<file path="src/rtl/watch_pkg.sv">
// Shared types and constants for the watch control unit and its blink timer.
package watch_pkg;

  // Top-level operating mode: counting normally, or editing the time.
  typedef enum logic {
    ST_RUN = 1'b0,
    ST_SET = 1'b1
  } state_t;

  localparam int NUM_DIGITS = 6;

  // Digit select indices, least significant digit first.
  localparam logic [2:0] SEL_SEC_1   = 3'd0;
  localparam logic [2:0] SEL_SEC_10  = 3'd1;
  localparam logic [2:0] SEL_MIN_1   = 3'd2;
  localparam logic [2:0] SEL_MIN_10  = 3'd3;
  localparam logic [2:0] SEL_HOUR_1  = 3'd4;
  localparam logic [2:0] SEL_HOUR_10 = 3'd5;

  // Default timing: 4 Hz blink toggle at 100 MHz, exit after 40 idle toggles.
  localparam int DEF_BLINK_CNT       = 25_000_000;
  localparam int DEF_TIMEOUT_TOGGLES = 40;

  // Move one digit towards the more-significant end, wrapping hour_10 -> sec_1.
  function automatic logic [2:0] sel_left(input logic [2:0] s);
    return (s == SEL_HOUR_10) ? SEL_SEC_1 : s + 3'd1;
  endfunction

  // Move one digit towards the less-significant end, wrapping sec_1 -> hour_10.
  function automatic logic [2:0] sel_right(input logic [2:0] s);
    return (s == SEL_SEC_1) ? SEL_HOUR_10 : s - 3'd1;
  endfunction

endpackage

</file>
<file path="src/rtl/watch_blink_timer.sv">
// Blink half-period counter, blink flag and idle toggle counter.
// Everything is held clear while disabled, so the flag reads 0 outside SET.
module watch_blink_timer
  import watch_pkg::*;
#(
  parameter int BLINK_CNT       = DEF_BLINK_CNT,
  parameter int TIMEOUT_TOGGLES = DEF_TIMEOUT_TOGGLES
) (
  input  logic clk,
  input  logic rst,
  input  logic enable,
  input  logic restart,
  output logic o_blink,
  output logic timeout
);

  localparam int CW = (BLINK_CNT > 1) ? $clog2(BLINK_CNT) : 1;
  localparam int TW = $clog2(TIMEOUT_TOGGLES + 2);
  localparam logic [CW-1:0] CNT_LAST = CW'(BLINK_CNT - 1);
  localparam logic [TW-1:0] TOG_LAST = TW'((TIMEOUT_TOGGLES > 0) ? TIMEOUT_TOGGLES - 1 : 0);

  logic [CW-1:0] r_cnt;
  logic [TW-1:0] r_toggles;
  logic          r_blink;
  logic          w_terminal;

  assign w_terminal = (r_cnt == CNT_LAST);

  // The terminal count that would produce the last allowed toggle is the
  // timeout itself; it is decoded combinationally so the FSM leaves SET on
  // exactly that edge.
  assign timeout = enable && w_terminal && (TIMEOUT_TOGGLES != 0) && (r_toggles == TOG_LAST);

  assign o_blink = r_blink;

  // Count half-periods, toggle the flag and tally toggles; clear on restart/exit.
  always_ff @(posedge clk or negedge rst) begin
    if (!rst) begin
      r_cnt     <= '0;
      r_toggles <= '0;
      r_blink   <= 1'b0;
    end else if (!enable || restart || timeout) begin
      r_cnt     <= '0;
      r_toggles <= '0;
      r_blink   <= 1'b0;
    end else if (w_terminal) begin
      r_cnt   <= '0;
      r_blink <= ~r_blink;
      if (TIMEOUT_TOGGLES != 0) begin
        r_toggles <= r_toggles + TW'(1);
      end
    end else begin
      r_cnt <= r_cnt + CW'(1);
    end
  end

endmodule

</file>
<file path="src/rtl/watch_cu.sv">
// Watch control unit: turns debounced button pulses into stop, digit
// select, up/down edit pulses and a blink flag for the display.
module watch_cu
  import watch_pkg::*;
#(
  parameter int BLINK_CNT       = DEF_BLINK_CNT,
  parameter int TIMEOUT_TOGGLES = DEF_TIMEOUT_TOGGLES
) (
  input  logic clk,
  input  logic rst,
  input  logic btn_mode,
  input  logic btn_left,
  input  logic btn_right,
  input  logic btn_up,
  input  logic btn_down,
  output logic sec_1,
  output logic sec_10,
  output logic min_1,
  output logic min_10,
  output logic hour_1,
  output logic hour_10,
  output logic stop,
  output logic up,
  output logic down,
  output logic o_blink
);

  state_t                r_state;
  state_t                w_state_next;
  logic [2:0]            r_sel;
  logic [2:0]            w_sel_next;
  logic                  w_up_next;
  logic                  w_down_next;
  logic                  w_restart;
  logic                  w_timeout;
  logic                  w_timer_en;
  logic [NUM_DIGITS-1:0] w_oh_next;
  logic [NUM_DIGITS-1:0] r_oh;
  logic                  r_stop;
  logic                  r_up;
  logic                  r_down;

  assign w_timer_en = (r_state == ST_SET);

  watch_blink_timer #(
    .BLINK_CNT      (BLINK_CNT),
    .TIMEOUT_TOGGLES(TIMEOUT_TOGGLES)
  ) u_blink_timer (
    .clk    (clk),
    .rst    (rst),
    .enable (w_timer_en),
    .restart(w_restart),
    .o_blink(o_blink),
    .timeout(w_timeout)
  );

  // State and select registers.
  always_ff @(posedge clk or negedge rst) begin
    if (!rst) begin
      r_state <= ST_RUN;
      r_sel   <= SEL_SEC_1;
    end else begin
      r_state <= w_state_next;
      r_sel   <= w_sel_next;
    end
  end

  // One action per cycle, by button priority; the timeout beats every button.
  always_comb begin
    w_state_next = r_state;
    w_sel_next   = r_sel;
    w_up_next    = 1'b0;
    w_down_next  = 1'b0;
    w_restart    = 1'b0;
    case (r_state)
      ST_RUN: begin
        if (btn_mode) begin
          w_state_next = ST_SET;
          w_sel_next   = SEL_SEC_1;
          w_restart    = 1'b1;
        end
      end
      ST_SET: begin
        if (w_timeout) begin
          w_state_next = ST_RUN;
        end else if (btn_mode) begin
          // Restart also clears the blink flag so it is 0 on the first RUN cycle.
          w_state_next = ST_RUN;
          w_restart    = 1'b1;
        end else if (btn_left) begin
          w_sel_next = sel_left(r_sel);
          w_restart  = 1'b1;
        end else if (btn_right) begin
          w_sel_next = sel_right(r_sel);
          w_restart  = 1'b1;
        end else if (btn_up) begin
          w_up_next = 1'b1;
          w_restart = 1'b1;
        end else if (btn_down) begin
          w_down_next = 1'b1;
          w_restart   = 1'b1;
        end
      end
      default: begin
        w_state_next = ST_RUN;
      end
    endcase
  end

  // One-hot digit decode from the next state, so selects and stop move together.
  genvar gi;
  generate
    for (gi = 0; gi < NUM_DIGITS; gi++) begin : g_oh
      assign w_oh_next[gi] = (w_state_next == ST_SET) && (w_sel_next == 3'(gi));
    end
  endgenerate

  // Registered outputs.
  always_ff @(posedge clk or negedge rst) begin
    if (!rst) begin
      r_oh   <= '0;
      r_stop <= 1'b0;
      r_up   <= 1'b0;
      r_down <= 1'b0;
    end else begin
      r_oh   <= w_oh_next;
      r_stop <= (w_state_next == ST_SET);
      r_up   <= w_up_next;
      r_down <= w_down_next;
    end
  end

  assign sec_1   = r_oh[SEL_SEC_1];
  assign sec_10  = r_oh[SEL_SEC_10];
  assign min_1   = r_oh[SEL_MIN_1];
  assign min_10  = r_oh[SEL_MIN_10];
  assign hour_1  = r_oh[SEL_HOUR_1];
  assign hour_10 = r_oh[SEL_HOUR_10];
  assign stop    = r_stop;
  assign up      = r_up;
  assign down    = r_down;

endmodule
</file>
<file path="config.mk">
export PLATFORM = sky130hd
export DESIGN_NAME = watch_cu
export DESIGN_NICKNAME = d
export VERILOG_FILES = /design/src/rtl/watch_pkg.sv /design/src/rtl/watch_blink_timer.sv /design/src/rtl/watch_cu.sv
export SDC_FILE = /design/constraint.sdc
export NUM_CORES = 1
export LEC_CHECK = 0
export ABC_AREA = 1
export CAP_MARGIN = 20
export CORE_AREA = 10 10 82 84
export DETAILED_ROUTE_END_ITERATION = 10
export DIE_AREA = 0 0 92 94
export PLACE_DENSITY = 0.79
export SLEW_MARGIN = 15
export SYNTH_ARGS = -nofsm -noshare
export SYNTH_HDL_FRONTEND = slang
export SYNTH_HIERARCHICAL = 1
export SYNTH_SLANG_ARGS = --single-unit
export TNS_END_PERCENT = 1
</file>
<file path="constraint.sdc">
create_clock -name clk -period 3 [get_ports clk]
set_input_delay 0.6 -clock clk [delete_from_list [all_inputs] [get_ports clk]]
set_output_delay 0.6 -clock clk [all_outputs]
set_load 0.01 [all_outputs]
</file>
## After elaboration in Yosys (flattened, before gate mapping)

Cells that the tools add are included.

- Equal/unequal tests: 8
- Bitwise gates (word level): 2
- Add/sub/neg operators: 4
- Reductions and logical operators: 14
- Multiplexer cells: 37

Operator list:

| cell | count |
|---|---|
| 2-to-1 mux 25 bit | 2 |
| adder 25 x 1 -> 25 bit (second input constant) | 1 |
| == test 25 bit (second input constant) | 1 |
| 2-to-1 mux 1 bit | 23 |
| 2-to-1 mux 3 bit | 7 |
| 2-to-1 mux 6 bit | 2 |
| == test 3 bit (second input constant) | 3 |
| logical AND 1 bit | 8 |
| adder 6 x 1 -> 6 bit (second input constant) | 1 |
| == test 3 x 2 -> 1 bit (second input constant) | 2 |
| == test 6 bit (second input constant) | 1 |
| logical NOT 3 bit | 2 |
| case mux 3 bit (2 select lines) | 1 |
| case mux 1 bit (2 select lines) | 2 |
| adder 3 x 1 -> 3 bit (second input constant) | 1 |
| == test 3 x 1 -> 1 bit (second input constant) | 1 |
| subtractor 3 x 1 -> 3 bit (second input constant) | 1 |
| logical OR 1 bit | 2 |
| inverter 1 bit | 2 |
| nonzero test 2 bit | 1 |
| logical NOT 1 bit | 1 |

- Register bits: 44
- Output and inout bits: 10
- Logic and storage cells: 73
- Input port bits: 7

## Longest topological paths before layout

Gate-level depths: netlist of run 1.

- Depth in word-level cells: 10
- Depth in mapped cells: 17
- Gate-level depth less buffers: 16

## Hierarchy

The synthesis of run 1 kept the hierarchy.

By module, submodules not included:

| module | instances | cells each | area each (um^2) | seq. area each (um^2) |
|---|---|---|---|---|
| watch_blink_timer | 1 | 262 | 1894.3 | 800.8 |
| watch_cu | 1 | 79 | 645.6 | 300.3 |

## Worst setup path before layout of run 1

Ideal clock, no wire load.

- Kind: register to register
- From: register u_blink_timer.r_cnt[0]
- To: register u_blink_timer.r_cnt[13]
- Stages on the path, launching flop included: 16
- Arrival time: 2.168 ns
- Setup slack: 0.746 ns
- Period minus slack after synthesis: 2.254 ns
- Path buffers: 1
- Data required time: 2.914 ns
- Setup time: 0.086 ns
- Cell sequence: dfrtp_1 -> ha_1 -> nand3_4 -> nor2_2 -> nand2_2 -> nor2_8 -> nand2_1 -> inv_1 -> inv_1 -> nand2_1 -> o21ai_0 -> nor2_4 -> inv_2 -> o21bai_2 -> buf_2 -> nor3_1

- Cells in the longest elaborated chain, start to end: 8
- Elaborated cells on any way between the ends: 10
- Classes of those cells: add/sub: 1; eq/ne: 1; mux: 4; reduce/logical: 4

Ends and longest elaborated chain:

| item | RTL line | source |
|---|---|---|
| start, declared | watch_blink_timer.sv:22 | `logic [CW-1:0] r_cnt;` |
| start signal, assigned | watch_blink_timer.sv:53 | `r_cnt <= r_cnt + CW'(1);` |
| == test 25 bit | watch_blink_timer.sv:27 | `assign w_terminal = (r_cnt == CNT_LAST);` |
| logical AND 1 bit (2 in series) | watch_blink_timer.sv:32 | `assign timeout = enable && w_terminal && (TIMEOUT_TOGGLES != 0) && (r_toggles == TOG_LAST);` |
| named net w_timeout | watch_cu.sv:35 | `logic w_timeout;` |
| 2-to-1 mux 1 bit | watch_cu.sv:84 | `if (w_timeout) begin` |
| case mux 1 bit (2 select lines) | watch_cu.sv:75 | `case (r_state)` |
| named net w_restart | watch_cu.sv:34 | `logic w_restart;` |
| logical OR 1 bit (2 in series) | watch_blink_timer.sv:42 | `end else if (!enable \|\| restart \|\| timeout) begin` |
| 2-to-1 mux 25 bit | watch_blink_timer.sv:42 |  |

The timed path passes the listed nets, and every way through them passes these cells.
A chain may end at the register's enable or synchronous reset.

## Worst setup path after layout of run 1

- From: register u_blink_timer.r_cnt[0]
- To: register u_blink_timer.r_cnt[20]

Same word-level chain as after synthesis.

==> results of run 1 <==
cells in the mapped netlist:
cell and n:
clkinv_1 1, ha_1 3, nor2_8 1, nand3_2 4, buf_2 2, nand3_4 2, dfrtp_1 44, buf_6 1
nand2_2 6, a21oi_1 3, nand2_1 88, nor2_1 76, a31oi_1 1, nand2_4 2, nor4_1 1, xor2_1 9
nand3_1 22, o21bai_2 1, xnor2_1 3, inv_1 31, inv_2 8, nand4_1 11, nor2_4 3, nor2_2 7
nor3_1 8, o21ai_0 2, a21oi_2 1
worst reg2reg max path, stage by stage (launching register included):
cell and delay [ns]:
dfrtp_1 0.40, ha_1 0.25, nand3_4 0.13, nor2_2 0.14, nand2_2 0.12, nor2_8 0.16
nand2_1 0.09, inv_1 0.09, inv_1 0.06, nand2_1 0.07, o21ai_0 0.15, nor2_4 0.24
inv_2 0.06, nor2_2 0.39, nand2_1 0.10, nor2_1 0.10
layout by cell type (no fill, tap or decap), drive strengths merged, types with 2 or more instances in the layout:
master,instances
nand2,96
nor2,87
dfrtp,44
inv,39
nand3,28
clkdlybuf4s50,15
nand4,11
xor2,9
nor3,8
clkbuf,6
a21oi,4
buf,4
ha,3
xnor2,3
o21ai,2
clkinv,2
metrics by stage:
step	hold slack (ns)	instances	instance area (sq um)	setup slack, ns	util [%]
after CTS	0.4927	434	2898	0.3293	57.10
final	0.2578	435	2933	0.3829	57.79
after detailed placement	0.5030	426	2776	0.2984	54.71
after global placement	0.4724	426	2776	0.4210	54.71
after global routing	0.2916	435	2933	0.002004	57.79
after floorplan	0.3044	341	2540	0.7458	-
cells by family after synthesis:
family          count (synthesis)  share of synthesized area, %
simple gates                  231                         42.27
buf+inv                        43                         6.749
xor+xnor                       12                         4.138
flops                          44                         43.35
compound gates                  8                         2.020
fa+ha+maj                       3                         1.478
report_power, final:
part	switching, mW	internal, mW
logic	0.127	0.0729
clock network	0.207	0.272
registers	0.0141	0.613
final cells by class:
class	count	area, sq um
Timing Repair Buffer	19	197.7
Multi-Input combinational cell	254	1275
Fill cell	475	2142
Tap cell	70	87.58
Clock buffer	6	82.58
Sequential cell	44	1101
Inverter	40	150.1
Clock inverter	2	38.79
sequential cells by signal, indices dropped and copies added, names as in the netlist:
signal	cells
u_blink_timer/o_blink	1
u_blink_timer/r_toggles	6
up	1
down	1
r_oh	6
stop	1
r_sel	3
u_blink_timer/r_cnt	25
routing by layer:
metal	up-vias	part of all wire (%)	GRT usage, %
met5	-	0	0
met4	0	2.7	6.041
met3	15	4.4	3.197
met2	51	48	23.24
met1	1022	45	14.87
li1	1110	-	-
worst paths after layout:
path	start	end	slack, ns	depth (start not counted)
max	u_blink_timer/r_cnt[0]$_DFF_PN0_	u_blink_timer/r_cnt[20]$_DFF_PN0_	0.38	15
min	rst	u_blink_timer/r_toggles[0]$_DFFE_PN0P_	0.26	1
max reg2reg	u_blink_timer/r_cnt[0]$_DFF_PN0_	u_blink_timer/r_cnt[20]$_DFF_PN0_	0.38	15
min reg2reg	u_blink_timer/r_cnt[0]$_DFF_PN0_	u_blink_timer/r_cnt[0]$_DFF_PN0_	0.50	1
max in group asynchronous	rst	u_blink_timer/r_cnt[2]$_DFF_PN0_	2.25	2
min in group clk	u_blink_timer/r_cnt[0]$_DFF_PN0_	u_blink_timer/r_cnt[0]$_DFF_PN0_	0.50	1
timing repair:
action                                 CTS  global route
endpoints found under the hold margin    0             0
resized for setup                        0             1
hold buffers                             0             0
setup endpoints to repair                0             2
==> summary.txt, run 1 <==
Place
  • Dpl hpwl: 4058 um
  • Port Buffers: 16
  • GPL Wtd Cong: 0.9303

Status
  • Outcome: finished, final reports clean

Clock network
  • Htree depth: 2
  • Clock sinks: 44
  • Post CTS Setup Buffer Count: 0
  • TritonCTS clock tree: yes
  • CTS clock-pin slew for the worst setup and hold paths: 0.09 ns
  • CTS max path bufs: 2
  • Worst-skew pair later-pin latency: 0.30 ns
  • Num CTS Buffers: 5
  • Root Driver: clkbuf_8

Floorplanning
  • Num rows: 26
  • Die area: 0.008648 sq mm
  • Die Span Y: 94 um
  • IO Count: 17
  • Initial core utilization: 50.05%
  • Core outline area: 0.005075 sq mm
  • Chip width: 92 um

Critical path
  • Crit Path Max Fanout: 11
  • Most common cell on crit path: nand2_1
  • Worst path cell trace: ha_1, nand3_4, nor2_2, nand2_2, nor2_8, nand2_1, inv_1, inv_1, nand2_1, o21ai_0, nor2_4, inv_2, nor2_2, nand2_1, nor2_1
  • Critical path arrival: 2.85 ns
  • CP required: 3.23 ns
  • Slowest CP cell: dfrtp_1
  • CP peak stage delay: 0.40 ns
  • CP delay by family, top: simple AND/OR/NAND/NOR gates
  • Worst Path Buf+Inv: 3
  • CP Capture Type: flip-flop
  • Startpoint Class: flip-flop
  • Crit Path Class: flip-flop to flip-flop

Global route
  • Overflow after GRT: 0
  • Initial antenna violation count: 0
  • Pin count of the biggest net entering global routing: 45
  • Global-route usage over all layers: 13.24%
  • First-pass GRT wire length: 9528 um
  • Vias in the first global route: 2253

Final layout
  • Share of cells above drive strength 1: 12.88%
  • Diodes inserted: 0
  • Area Growth Syn to Fin: 15.47%
  • Final nets: 374

Timing
  • Final Cycle Share: 87.24%
  • RSZ-0062 raised after global routing: no
  • Final Hold Vio Count: 0
  • Max Clock Skew: 0.009731 ns
  • FMAX: 382.1 MHz
  • Pins Over Slew Limit: 0
  • Worst Tran Pin Value: 0.5008 ns
  • Final setup violation count: 0
  • Final worst path period need: 2.617 ns
  • Slew headroom: 66.52%
  • Final TNS setup: 0 ns

Route
  • Antenna-violating nets left: 0
  • Total wire length: 5356 um
  • Drt drc: 0
  • Via count: 2198
  • Initial DRC count: 130
  • Drt wl/cell: 12.31 um
  • Vias per cell: 5.053
  • TritonRoute pass-1 iters: 4

Yosys
  • #FFs+latches synth: 44
  • Post-synth top area share: 43.35%
  • Post-Synthesis Cells: 341
  • Unique cell type count in the Yosys netlist: 27
  • Cell area after synthesis: 0.002540 sq mm
  • Sequential cell area fraction in the yosys report: 43.35%
  • Ranking of synthesized cells by area: dfrtp_1 43%, nand2_1 13%, nor2_1 11%
  • Post-Syn Nets: 351
  • Synthesized area per cell: 7.448 sq um
  • Synth area leader: dfrtp_1
  • YS warnings: 6

Run
  • Number of max-cap violations: 0

Pwr
  • PD cells: 445.5 mW/mm^2
  • Leakage power: 1.315 nW
  • VDD IR max: 0.2932 mV
  • Overall Power: 1.307 mW

Worst hold path
  • Tightest Hold Check Type: primary input to async pin
Power figures use the tool's default switching activity.
==> run 2, diff against run 1 <==
--- a/config.mk
+++ b/config.mk
@@ -7,11 +7,10 @@
 export LEC_CHECK = 0
 export ABC_AREA = 1
 export CAP_MARGIN = 20
-export CORE_AREA = 10 10 82 84
+export CORE_AREA = 3 3 75 77
 export DETAILED_ROUTE_END_ITERATION = 10
-export DIE_AREA = 0 0 92 94
+export DIE_AREA = 0 0 78 80
 export PLACE_DENSITY = 0.79
-export SLEW_MARGIN = 15
 export SYNTH_ARGS = -nofsm -noshare
 export SYNTH_HDL_FRONTEND = slang
 export SYNTH_HIERARCHICAL = 1
==> run 2 against run 1 <==
  * Worst setup slack better by 0.012 ns
  * Cell count decreased by 0.46%
  * Sequential share of layout area is 0.68 points higher
  * Non-clock buffer count fell by 2
  * Routed wire length down 4.0%
  * Clock skew down 0.00072 ns
  * Critical path type unchanged
==> summary.txt, run 2 (synthesis results as in run 1) <==
Timing
  • Final setup violation count: 0 (unchanged)
  • Final worst path period need: 2.606 ns (-0.01161 ns)
  • Worst Tran Pin Value: 0.9500 ns (+0.4492 ns)
  • FMAX: 383.8 MHz (+0.45%)
  • Slew headroom: 36.67% (-30 points)
  • Pins Over Slew Limit: 0 (unchanged)
  • Final Cycle Share: 86.85% (-0.39 points)
  • Max Clock Skew: 0.009007 ns (-0.0007238 ns)
  • RSZ-0062 raised after global routing: no
  • WHS: 0.4488 ns (+0.1910 ns)
  • Final Hold Vio Count: 0 (unchanged)
  • Final TNS setup: 0 ns (unchanged)

Global route
  • Pin count of the biggest net entering global routing: 45 (unchanged)
  • Global-route usage over all layers: 18.40% (+5.2 points)
  • Initial antenna violation count: 0 (unchanged)
  • First-pass GRT wire length: 9025 um (-5.3%)
  • Overflow after GRT: 0 (unchanged)
  • Vias in the first global route: 2081 (-7.6%)

Critical path
  • Worst flop-to-flop path startpoint: u_blink_timer/r_cnt[0]$_DFF_PN0_
  • Worst reg2reg path depth: 14 (-1)
  • CP Capture Type: flip-flop
  • CP required: 3.21 ns (-0.02 ns)
  • R2r setup slk: 0.39 ns (about the same)
  • Reg-to-Reg End: u_blink_timer/r_cnt[13]$_DFF_PN0_
  • Crit Path Class: flip-flop to flip-flop
  • Startpoint Class: flip-flop
  • Critical Path Start: u_blink_timer/r_cnt[0]$_DFF_PN0_
  • Critical path arrival: 2.81 ns (-0.04 ns)
  • Crit Path Max Fanout: 20 (+9)

Worst hold path
  • Tightest Hold Check Type: primary input to async pin

Route
  • Via count: 2143 (-2.5%)
  • TritonRoute pass-1 iters: 4 (unchanged)
  • Total wire length: 5140 um (-4.0%)
  • Drt wl/cell: 11.87 um (-3.6%)
  • Initial DRC count: 94 (-28%)
  • Vias per cell: 4.949 (-2.1%)
  • Antenna-violating nets left: 0 (unchanged)
  • Drt drc: 0 (unchanged)

Pwr
  • Overall Power: 1.264 mW (-3.3%)
  • PD cells: 438.8 mW/mm^2 (-1.5%)
  • Leakage power: 1.289 nW (-2.0%)
  • VDD IR max: 0.2713 mV (-7.5%)

Final layout
  • Share of cells above drive strength 1: 12.40% (-0.48 points)
  • Most frequent cells in the layout: 88 x nand2_1, 76 x nor2_1, 44 x dfrtp_1
  • Final nets: 372 (-0.53%)
  • Top flop regs: u_blink_timer/r_cnt: 25 flops, r_oh: 6 flops, u_blink_timer/r_toggles: 6 flops
  • Biggest register: u_blink_timer/r_cnt
  • Most common cell after layout, fill and taps aside: nand2_1
  • Number of flip-flops in the largest register: 25 (unchanged)
  • Area Growth Syn to Fin: 13.40%
  • Diodes inserted: 0 (unchanged)

Floorplanning
  • Die Span Y: 80 um (-15%)
  • Initial core utilization: 50.05% (unchanged)
  • Die area: 0.006240 sq mm (-28%)
  • IO Count: 17 (unchanged)
  • Chip width: 78 um (-15%)
  • Num rows: 26 (unchanged)
  • Core outline area: 0.005075 sq mm (unchanged)

Clock network
  • Worst-skew pair later-pin latency: 0.30 ns (about the same)
  • Cts repair resizes: 0 (unchanged)
  • CTS clock-pin slew for the worst setup and hold paths: 0.08 ns (about the same)
  • Cts hold-fix bufs: 0 (unchanged)
  • Htree depth: 2 (unchanged)
  • Clock sinks: 44 (unchanged)
  • Root Driver: clkbuf_8
  • TritonCTS clock tree: yes
  • Post CTS Setup Buffer Count: 0 (unchanged)
  • CTS max path bufs: 2 (unchanged)
  • Num CTS Buffers: 5 (unchanged)

Place
  • GPL Wtd Cong: 0.9530 (+2.4%)
  • Dpl hpwl: 3963 um (-2.3%)
  • Port Buffers: 16 (unchanged)

Status
  • Outcome: finished, final reports clean

Run
  • Number of max-cap violations: 0 (unchanged)
[run 2: changes by cell type in the layout (fill, tap and decap cells not counted), sizes merged]
cell / change
buf: -2
clkinvlp: +1
clkbuf: -1
[run 2: layout make-up]
class / instances / area, sq um
sequential: 44 / 1101
fill: 489 / 2195
timing repair buffer: 17 / 162.7
clock inverter: 3 / 42.54
inverter: 40 / 150.1
multi-input combinational: 254 / 1267
tap: 70 / 87.58
clock buffer: 5 / 68.82
[run 2: how the worst max path moves through the flow]
stage                                   endpoint  slack (ns)  depth (start not counted)
6_report       u_blink_timer/r_cnt[13]$_DFF_PN0_        0.39                         14
5_1_grt         u_blink_timer/r_cnt[2]$_DFF_PN0_        0.12                         14
4_1_cts        u_blink_timer/r_cnt[22]$_DFF_PN0_        0.36                         15
3_5_place_dp   u_blink_timer/r_cnt[13]$_DFF_PN0_        0.32                          9
3_3_place_gp    u_blink_timer/r_cnt[7]$_DFF_PN0_        0.42                          9
2_1_floorplan  u_blink_timer/r_cnt[13]$_DFF_PN0_        0.75                         15
[run 2: stage by stage]
| step | std cells | util (%) | setup slack [ns] | cell area, sq um |
|---|---|---|---|---|
| after detailed placement | 425 | 54.56 | 0.3231 | 2769 |
| after floorplan | 341 | - | 0.7458 | 2540 |
| final | 433 | 56.76 | 0.3945 | 2880 |
| after CTS | 433 | 56.76 | 0.3638 | 2880 |
| after global placement | 425 | 54.56 | 0.4197 | 2769 |
| after global routing | 433 | 56.76 | 0.1236 | 2880 |
[run 2: per-layer routing]
| layer | up-vias | share of wire (%) | GRT usage, % |
|---|---|---|---|
| li1 | 1102 | - | - |
| met1 | 990 | 45 | 22.57 |
| met2 | 38 | 49 | 30.82 |
| met3 | 13 | 3.7 | 4.740 |
| met4 | 0 | 2.7 | 7.517 |
| met5 | - | 0 | 0 |
[run 2: power breakdown]
group	internal [mW]	switching (mW)	total [mW]
clock network	0.246	0.202	0.449
logic	0.0669	0.121	0.188
registers	0.613	0.0144	0.627
[run 2: worst max-delay path, cell delays in order, from the launching register on]
cell,delay [ns]
dfrtp_1,0.39
ha_1,0.25
nand3_4,0.13
nor2_2,0.14
nand2_2,0.11
nor2_8,0.15
nand2_1,0.08
inv_1,0.09
inv_1,0.05
nand2_1,0.07
o21ai_0,0.15
nor2_4,0.24
inv_2,0.06
o21bai_2,0.38
nor3_1,0.23
